==> src/rtl/vga_pkg.sv <==
// Shared types and timing helpers for the VGA streaming output stage.
package vga_pkg;

    typedef struct packed {
        logic [7:0] r;
        logic [7:0] g;
        logic [7:0] b;
    } pixel_t;

    typedef enum logic [1:0] {
        WAIT   = 2'd0,
        RUN    = 2'd1,
        RESYNC = 2'd2
    } state_t;

    localparam pixel_t BLACK = '0;

    function automatic int htotal(input int hdisp, input int hfp, input int hpulse, input int hbp);
        return hdisp + hfp + hpulse + hbp;
    endfunction

    function automatic int vtotal(input int vdisp, input int vfp, input int vpulse, input int vbp);
        return vdisp + vfp + vpulse + vbp;
    endfunction

endpackage

==> src/rtl/vga_timing_counter.sv <==
// Free-running pixel/line counters plus the stage-0 decode of active area,
// sync pulses and the frame_start / frame origin points.
module vga_timing_counter
    import vga_pkg::*;
#(
    parameter int HDISP  = 800,
    parameter int VDISP  = 480,
    parameter int HFP    = 40,
    parameter int HPULSE = 128,
    parameter int HBP    = 88,
    parameter int VFP    = 1,
    parameter int VPULSE = 4,
    parameter int VBP    = 23
) (
    input  logic clk,
    input  logic nrst,
    output logic active_o,
    output logic hs_n_o,
    output logic vs_n_o,
    output logic frame_start_pt_o,
    output logic origin_pt_o
);

    localparam int HTOTAL = htotal(HDISP, HFP, HPULSE, HBP);
    localparam int VTOTAL = vtotal(VDISP, VFP, VPULSE, VBP);
    localparam int HW     = $clog2(HTOTAL);
    localparam int VW     = $clog2(VTOTAL);

    logic [HW-1:0] ct_h_q, ct_h_d;
    logic [VW-1:0] ct_v_q, ct_v_d;
    logic [31:0]   h, v;
    logic          h_last, v_last;

    assign h      = 32'(ct_h_q);
    assign v      = 32'(ct_v_q);
    assign h_last = (h == 32'(HTOTAL - 1));
    assign v_last = (v == 32'(VTOTAL - 1));

    // NOTE: next-state logic uses blocking '=' with a default first so no latch
    // can form; the registers below take only non-blocking '<='.
    always_comb begin
        ct_h_d = ct_h_q + HW'(1);
        ct_v_d = ct_v_q;
        if (h_last) begin
            ct_h_d = '0;
            ct_v_d = v_last ? '0 : ct_v_q + VW'(1);
        end
    end

    always_ff @(posedge clk) begin
        if (!nrst) begin
            ct_h_q <= '0;
            ct_v_q <= '0;
        end else begin
            ct_h_q <= ct_h_d;
            ct_v_q <= ct_v_d;
        end
    end

    assign active_o         = (h < 32'(HDISP)) && (v < 32'(VDISP));
    assign hs_n_o           = !((h >= 32'(HDISP + HFP)) && (h < 32'(HDISP + HFP + HPULSE)));
    assign vs_n_o           = !((v >= 32'(VDISP + VFP)) && (v < 32'(VDISP + VFP + VPULSE)));
    assign frame_start_pt_o = (h == 32'd0) && (v == 32'(VDISP));
    assign origin_pt_o      = (h == 32'd0) && (v == 32'd0);

endmodule

==> src/rtl/vga_stream_out.sv <==
// VGA output stage: pulls pixels from the framebuffer FIFO, drives sync/blank/rgb
// through a 2-cycle pipeline and resynchronises to the next frame on underflow.
module vga_stream_out
    import vga_pkg::*;
#(
    parameter int HDISP  = 800,
    parameter int VDISP  = 480,
    parameter int HFP    = 40,
    parameter int HPULSE = 128,
    parameter int HBP    = 88,
    parameter int VFP    = 1,
    parameter int VPULSE = 4,
    parameter int VBP    = 23
) (
    input  logic        clk,
    input  logic        nrst,
    input  logic [23:0] fifo_rdata,
    input  logic        fifo_empty,
    input  logic        fifo_ready,
    output logic        fifo_rd,
    output logic        fifo_flush,
    output logic        frame_start,
    output logic        underflow,
    output logic        vga_hs,
    output logic        vga_vs,
    output logic        vga_blank,
    output logic [23:0] vga_rgb
);

    logic active, hs_n, vs_n, fs_pt, origin;

    vga_timing_counter #(
        .HDISP (HDISP),
        .VDISP (VDISP),
        .HFP   (HFP),
        .HPULSE(HPULSE),
        .HBP   (HBP),
        .VFP   (VFP),
        .VPULSE(VPULSE),
        .VBP   (VBP)
    ) u_timing (
        .clk             (clk),
        .nrst            (nrst),
        .active_o        (active),
        .hs_n_o          (hs_n),
        .vs_n_o          (vs_n),
        .frame_start_pt_o(fs_pt),
        .origin_pt_o     (origin)
    );

    state_t state_q;
    logic   underflow_q;
    logic   engaged, starved;

    // WAIT hands over to RUN at the origin itself, so the first pixel is read that cycle.
    assign engaged = (state_q == RUN) || ((state_q == WAIT) && origin && fifo_ready);
    assign starved = engaged && active && fifo_empty;

    always_ff @(posedge clk) begin
        if (!nrst) begin
            state_q     <= WAIT;
            underflow_q <= 1'b0;
        end else begin
            underflow_q <= underflow_q | starved;
            case (state_q)
                WAIT: begin
                    if (starved)                  state_q <= RESYNC;
                    else if (origin && fifo_ready) state_q <= RUN;
                end
                RUN: begin
                    if (starved) state_q <= RESYNC;
                end
                RESYNC: begin
                    if (fs_pt) state_q <= WAIT;
                end
                default: state_q <= WAIT;
            endcase
        end
    end

    // Strobes are gated by nrst so they read as cleared for the whole reset.
    assign fifo_rd     = nrst && engaged && active && !fifo_empty;
    assign fifo_flush  = nrst && (state_q == RESYNC) && fs_pt;
    assign frame_start = nrst && fs_pt;
    assign underflow   = underflow_q;

    logic   s1_active_q, s1_hs_q, s1_vs_q, s1_rd_q;
    logic   hs_q, vs_q, blank_q;
    pixel_t rgb_q;

    always_ff @(posedge clk) begin
        if (!nrst) begin
            s1_active_q <= 1'b0;
            s1_hs_q     <= 1'b1;
            s1_vs_q     <= 1'b1;
            s1_rd_q     <= 1'b0;
            hs_q        <= 1'b1;
            vs_q        <= 1'b1;
            blank_q     <= 1'b0;
            rgb_q       <= BLACK;
        end else begin
            s1_active_q <= active;
            s1_hs_q     <= hs_n;
            s1_vs_q     <= vs_n;
            s1_rd_q     <= fifo_rd;
            hs_q        <= s1_hs_q;
            vs_q        <= s1_vs_q;
            blank_q     <= s1_active_q;
            rgb_q       <= s1_rd_q ? pixel_t'(fifo_rdata) : BLACK;
        end
    end

    assign vga_hs    = hs_q;
    assign vga_vs    = vs_q;
    assign vga_blank = blank_q;
    assign vga_rgb   = rgb_q;

endmodule

==> config.mk <==
export PLATFORM = sky130hd
export DESIGN_NAME = vga_stream_out
export DESIGN_NICKNAME = d
export VERILOG_FILES = /design/src/rtl/vga_pkg.sv /design/src/rtl/vga_timing_counter.sv /design/src/rtl/vga_stream_out.sv
export SDC_FILE = /design/constraint.sdc
export NUM_CORES = 1
export LEC_CHECK = 0
export ABC_AREA = 1
export CAP_MARGIN = 5
export CORE_MARGIN = 8
export CORE_UTILIZATION = 35
export CTS_BUF_LIST = sky130_fd_sc_hd__clkbuf_8
export DETAILED_ROUTE_END_ITERATION = 7
export PLACE_DENSITY = 0.7
export SETUP_SLACK_MARGIN = 0.02
export SYNTH_ARGS = -nofsm -noshare
export SYNTH_HDL_FRONTEND = slang
export SYNTH_SLANG_ARGS = --single-unit
export TNS_END_PERCENT = 30
==> constraint.sdc <==
create_clock -name clk -period 1.7 [get_ports clk]
set_input_delay 0.255 -clock clk [delete_from_list [all_inputs] [get_ports clk]]
set_output_delay 0.255 -clock clk [all_outputs]
set_load 0.01 [all_outputs]
==> results list <==
- Yosys mapped a number of flops with a built-in enable equal to 0.
- PD cells: 691.8 nW/um^2
- The filler cells instantiated in the layout total 589.
- The routed layout has 2256 vias.
- Number of buffers created by CTS: 5
- No sink is reached through more buffers than the 2 on the longest clock path.
- Initial cell density of the core: 36.19%
* Max Fanout on Critical Path: 2
- The net count of the finished layout is 456.
- Initial antenna violation count: 0
- Counting every sink on the clock net gives 54.
- Across the routed clock network, the largest skew measured is 0.01310 ns.
- Overall routed net length: 5722 um
* WHS: 0.4235 ns
- In the synthesized netlist, the cells that appear most often are sky130_fd_sc_hd__nor2_1, sky130_fd_sc_hd__inv_1, sky130_fd_sc_hd__dfxtp_1.
- Measured along the x axis, the die boundary spans 97.26 um.
- The share of synthesized area in the top cell type comes to 46.78%.
* Endpoint type of the worst setup path: output port
* Detailed-routing iteration count for the pre-antenna-repair pass: 4
* Type of the worst min-delay path: flop to flop
- Walking the worst path, the cells encountered are inv_2, ha_4, inv_2, nor2_1, nand3_1, nor2_2, nand2_1, nand2_2, nand3_2, nor2_1, buf_2.
- Registers take 1084 sq um.
- At the pin with the least slew margin, the transition time is 0.3083 ns.
- GRT Util Overall: 12.36%
* Per-cell routed wire length: 11.42 um
- Worst VDD drop: 0.4660 mV
- The average instance in the mapped netlist occupies 7.431 sq um.
- In the routed design, unresolved DRC markers number 0.
* Critical path launch point type: flop
- Async set-reset flop share out of synthesis: 0%
- After synthesis, flip-flops and latches occupy 46.78% of the total area.
- Distinct cells, synth: 29
- Across the run, the number of max-cap violations was 0.
- Floorplan die area: 9459 sq um
- Placement-stage worst setup slack: -0.4728 ns
* Post-synthesis instance total: 311
* Data required time at the worst endpoint: 1.44 ns
- The count of endpoints failing hold in the final timing report came to 0.
- Vias per Instance: 4.503
* DPL Wire Length: 4473 um
- Period utilization: 111.8%
* Area of the core region: 6386 sq um
- When the netlist entered floorplanning its net count stood at 344.
- Number of levels in the clock H-tree: 2
- After clock tree synthesis, the clock-pin slew on the worst setup and hold paths is 0.10 ns.
- Status: finished with violations
- Synth warnings: 0
- The congestion estimate from routability-driven global placement came to 0.8468.
- The via count of the first global-routing pass came to 2221.
- The synthesized design contains 54 register bits.
* Ports placed on the boundary: 59
- The largest individual stage delay along the critical path comes from the cell sky130_fd_sc_hd__dfxtp_2.
- Violated checks: setup timing
- Measured against its own limit, the worst slew margin works out to 79.29%.
* Worst-Skew Late Latency: 0.32 ns
- Start-to-end type of the worst setup path: flop to output port
- The count of buffers added on input and output ports is 58.
- The post-route netlist has 21.93% of its cells at a drive strength greater than 1.
* CTS root buf: sky130_fd_sc_hd__clkbuf_8
* Post-route cell area: 3513 sq um
* Post-synth design cell area: 2311 sq um
- After global routing the overflow that remains totals 0.
- Standard cell area after detailed placement: 3356 sq um
- TritonCTS clock tree: built
* Initial drt markers: 63
- In this run the static leakage power is 0.001601 uW.
* Max Fclk: 0.5261 GHz
* Pins over their slew limit: 0
- Setup violations remaining at the end of the flow were counted as 3.
* Area growth from synthesis to layout: 52.03%
- Biggest area consumer among synthesized cells: sky130_fd_sc_hd__dfxtp_1
- Area of the multi-input gates: 1023 sq um
- 0 antenna diodes ended up in the layout.
* Most common cell in the synthesized netlist: sky130_fd_sc_hd__nor2_1
- Setup slack on the critical path of the routed design comes to -0.2009 ns.
- Yosys attributes the largest share of cell area to sky130_fd_sc_hd__dfxtp_1, sky130_fd_sc_hd__nor2_1, sky130_fd_sc_hd__inv_1.
- Once detail routing completed, the nets flagged for antenna violations numbered 0.
- Data on the critical path arrives at its endpoint at 1.65 ns.
* Largest stage delay on the critical path: 0.33 ns
- For the finished layout, the period the worst path requires is 1.901 ns.
- Post-layout total power: 2431 uW
* Wire length of the first global-routing pass: 9853 um
- Largest net degree at the start of global routing: 25
- The most used flip-flop cell after synthesis is sky130_fd_sc_hd__dfxtp_1.
- Setup repair after global routing could not meet its margin everywhere.
- Vertical extent of the die: 97.26 um
* # rows: 29
==> per-stage QoR <==
step / TNS, ns / util [%] / std cells
after floorplan: 0 / - / 311
after global placement: -1.076 / 52.55 / 491
after detailed placement: -1.119 / 52.55 / 491
after CTS: -0.5757 / 54.82 / 500
after global routing: -0.8690 / 55.02 / 501
final: -0.5155 / 55.02 / 501
==> timing repair <==
| action | in CTS | in global routing |
|---|---|---|
| pin swaps | 4 | 3 |
| setup buffers | 1 | 1 |
| gates resized for setup | 25 | 2 |
| hold buffers | 0 | 0 |
| endpoints found under the setup margin | 3 | 3 |
| gates cloned | 0 | 0 |
==> cell families (layout without fill, tap and decap cells) <==
group | after synthesis | count (layout) | synth area share, %
fa+ha+maj | 5 | 5 | 2.707
flops | 54 | 54 | 46.78
simple gates | 160 | 160 | 32.81
xor+xnor | 4 | 4 | 1.516
compound gates | 24 | 24 | 5.576
buf+inv | 64 | 177 | 10.61
==> registers in the layout, indices dropped and copies added, names as in the netlist, 2 cells and up <==
register         count
state_q              2
vga_rgb             24
u_timing.ct_h_q     11
u_timing.ct_v_q      9
==> worst max-delay path: cells and delay by family (launching register included) <==
| kind | cells | cell delay [ns] |
|---|---|---|
| adders and majority gates | 1 | 0.13 |
| and+or+nand+nor | 7 | 0.64 |
| buffers and inverters | 3 | 0.23 |
| DFF | 1 | 0.33 |
==> layout by cell type (no fill, tap or decap), types with 6 or more instances in the layout <==
| cell type | netlist | routed |
|---|---|---|
| sky130_fd_sc_hd__dfxtp_1 | 54 | 52 |
| sky130_fd_sc_hd__buf_4 | 1 | 52 |
| sky130_fd_sc_hd__nand4_1 | 13 | 13 |
| sky130_fd_sc_hd__nand2_1 | 43 | 41 |
| sky130_fd_sc_hd__nand3_1 | 24 | 23 |
| sky130_fd_sc_hd__clkdlybuf4s50_1 | 0 | 55 |
| sky130_fd_sc_hd__a21oi_1 | 12 | 12 |
| sky130_fd_sc_hd__nor2_1 | 60 | 59 |
| sky130_fd_sc_hd__inv_1 | 55 | 52 |
| sky130_fd_sc_hd__inv_2 | 3 | 6 |
==> path summary, 6_finish.rpt <==
check / slack [ns] / startpoint / depth (start not counted) / end
setup / recovery: -0.20 / u_timing.ct_h_q[1] / 11 / fifo_rd
hold / removal: 0.42 / s1_vs_q / 1 / vga_vs
setup reg to reg: 0.15 / u_timing.ct_h_q[0] / 9 / u_timing.ct_h_q[8]
hold reg to reg: 0.42 / s1_vs_q / 1 / vga_vs
==> per-layer routing <==
layer	global-route usage, %	routed length, um	part of all wire, %	vias up
met5	0	0	0	-
met4	4.662	96	1.7	0
met3	3.698	292	5.1	12
met2	22.34	2802	49	49
met1	13.15	2531	44	998
li1	-	-	-	1197
==> power breakdown <==
group | total (uW) | switching [uW] | internal, uW
registers | 1300 | 9.77 | 1290
clock network | 891 | 444 | 447
logic | 240 | 105 | 135
total | 2430 | 559 | 1870
==> cell type report <==
cell class                 count  share of cell area (%)
clock inverter                 3                   1.353
clock buffer                   5                   1.959
timing repair buffer         111                   27.78
sequential                    54                   30.84
multi-input combinational    193                   29.13
inverter                      58                   6.197
tap                           77                   2.742
Note: power is estimated with default switching activity, not from simulation.
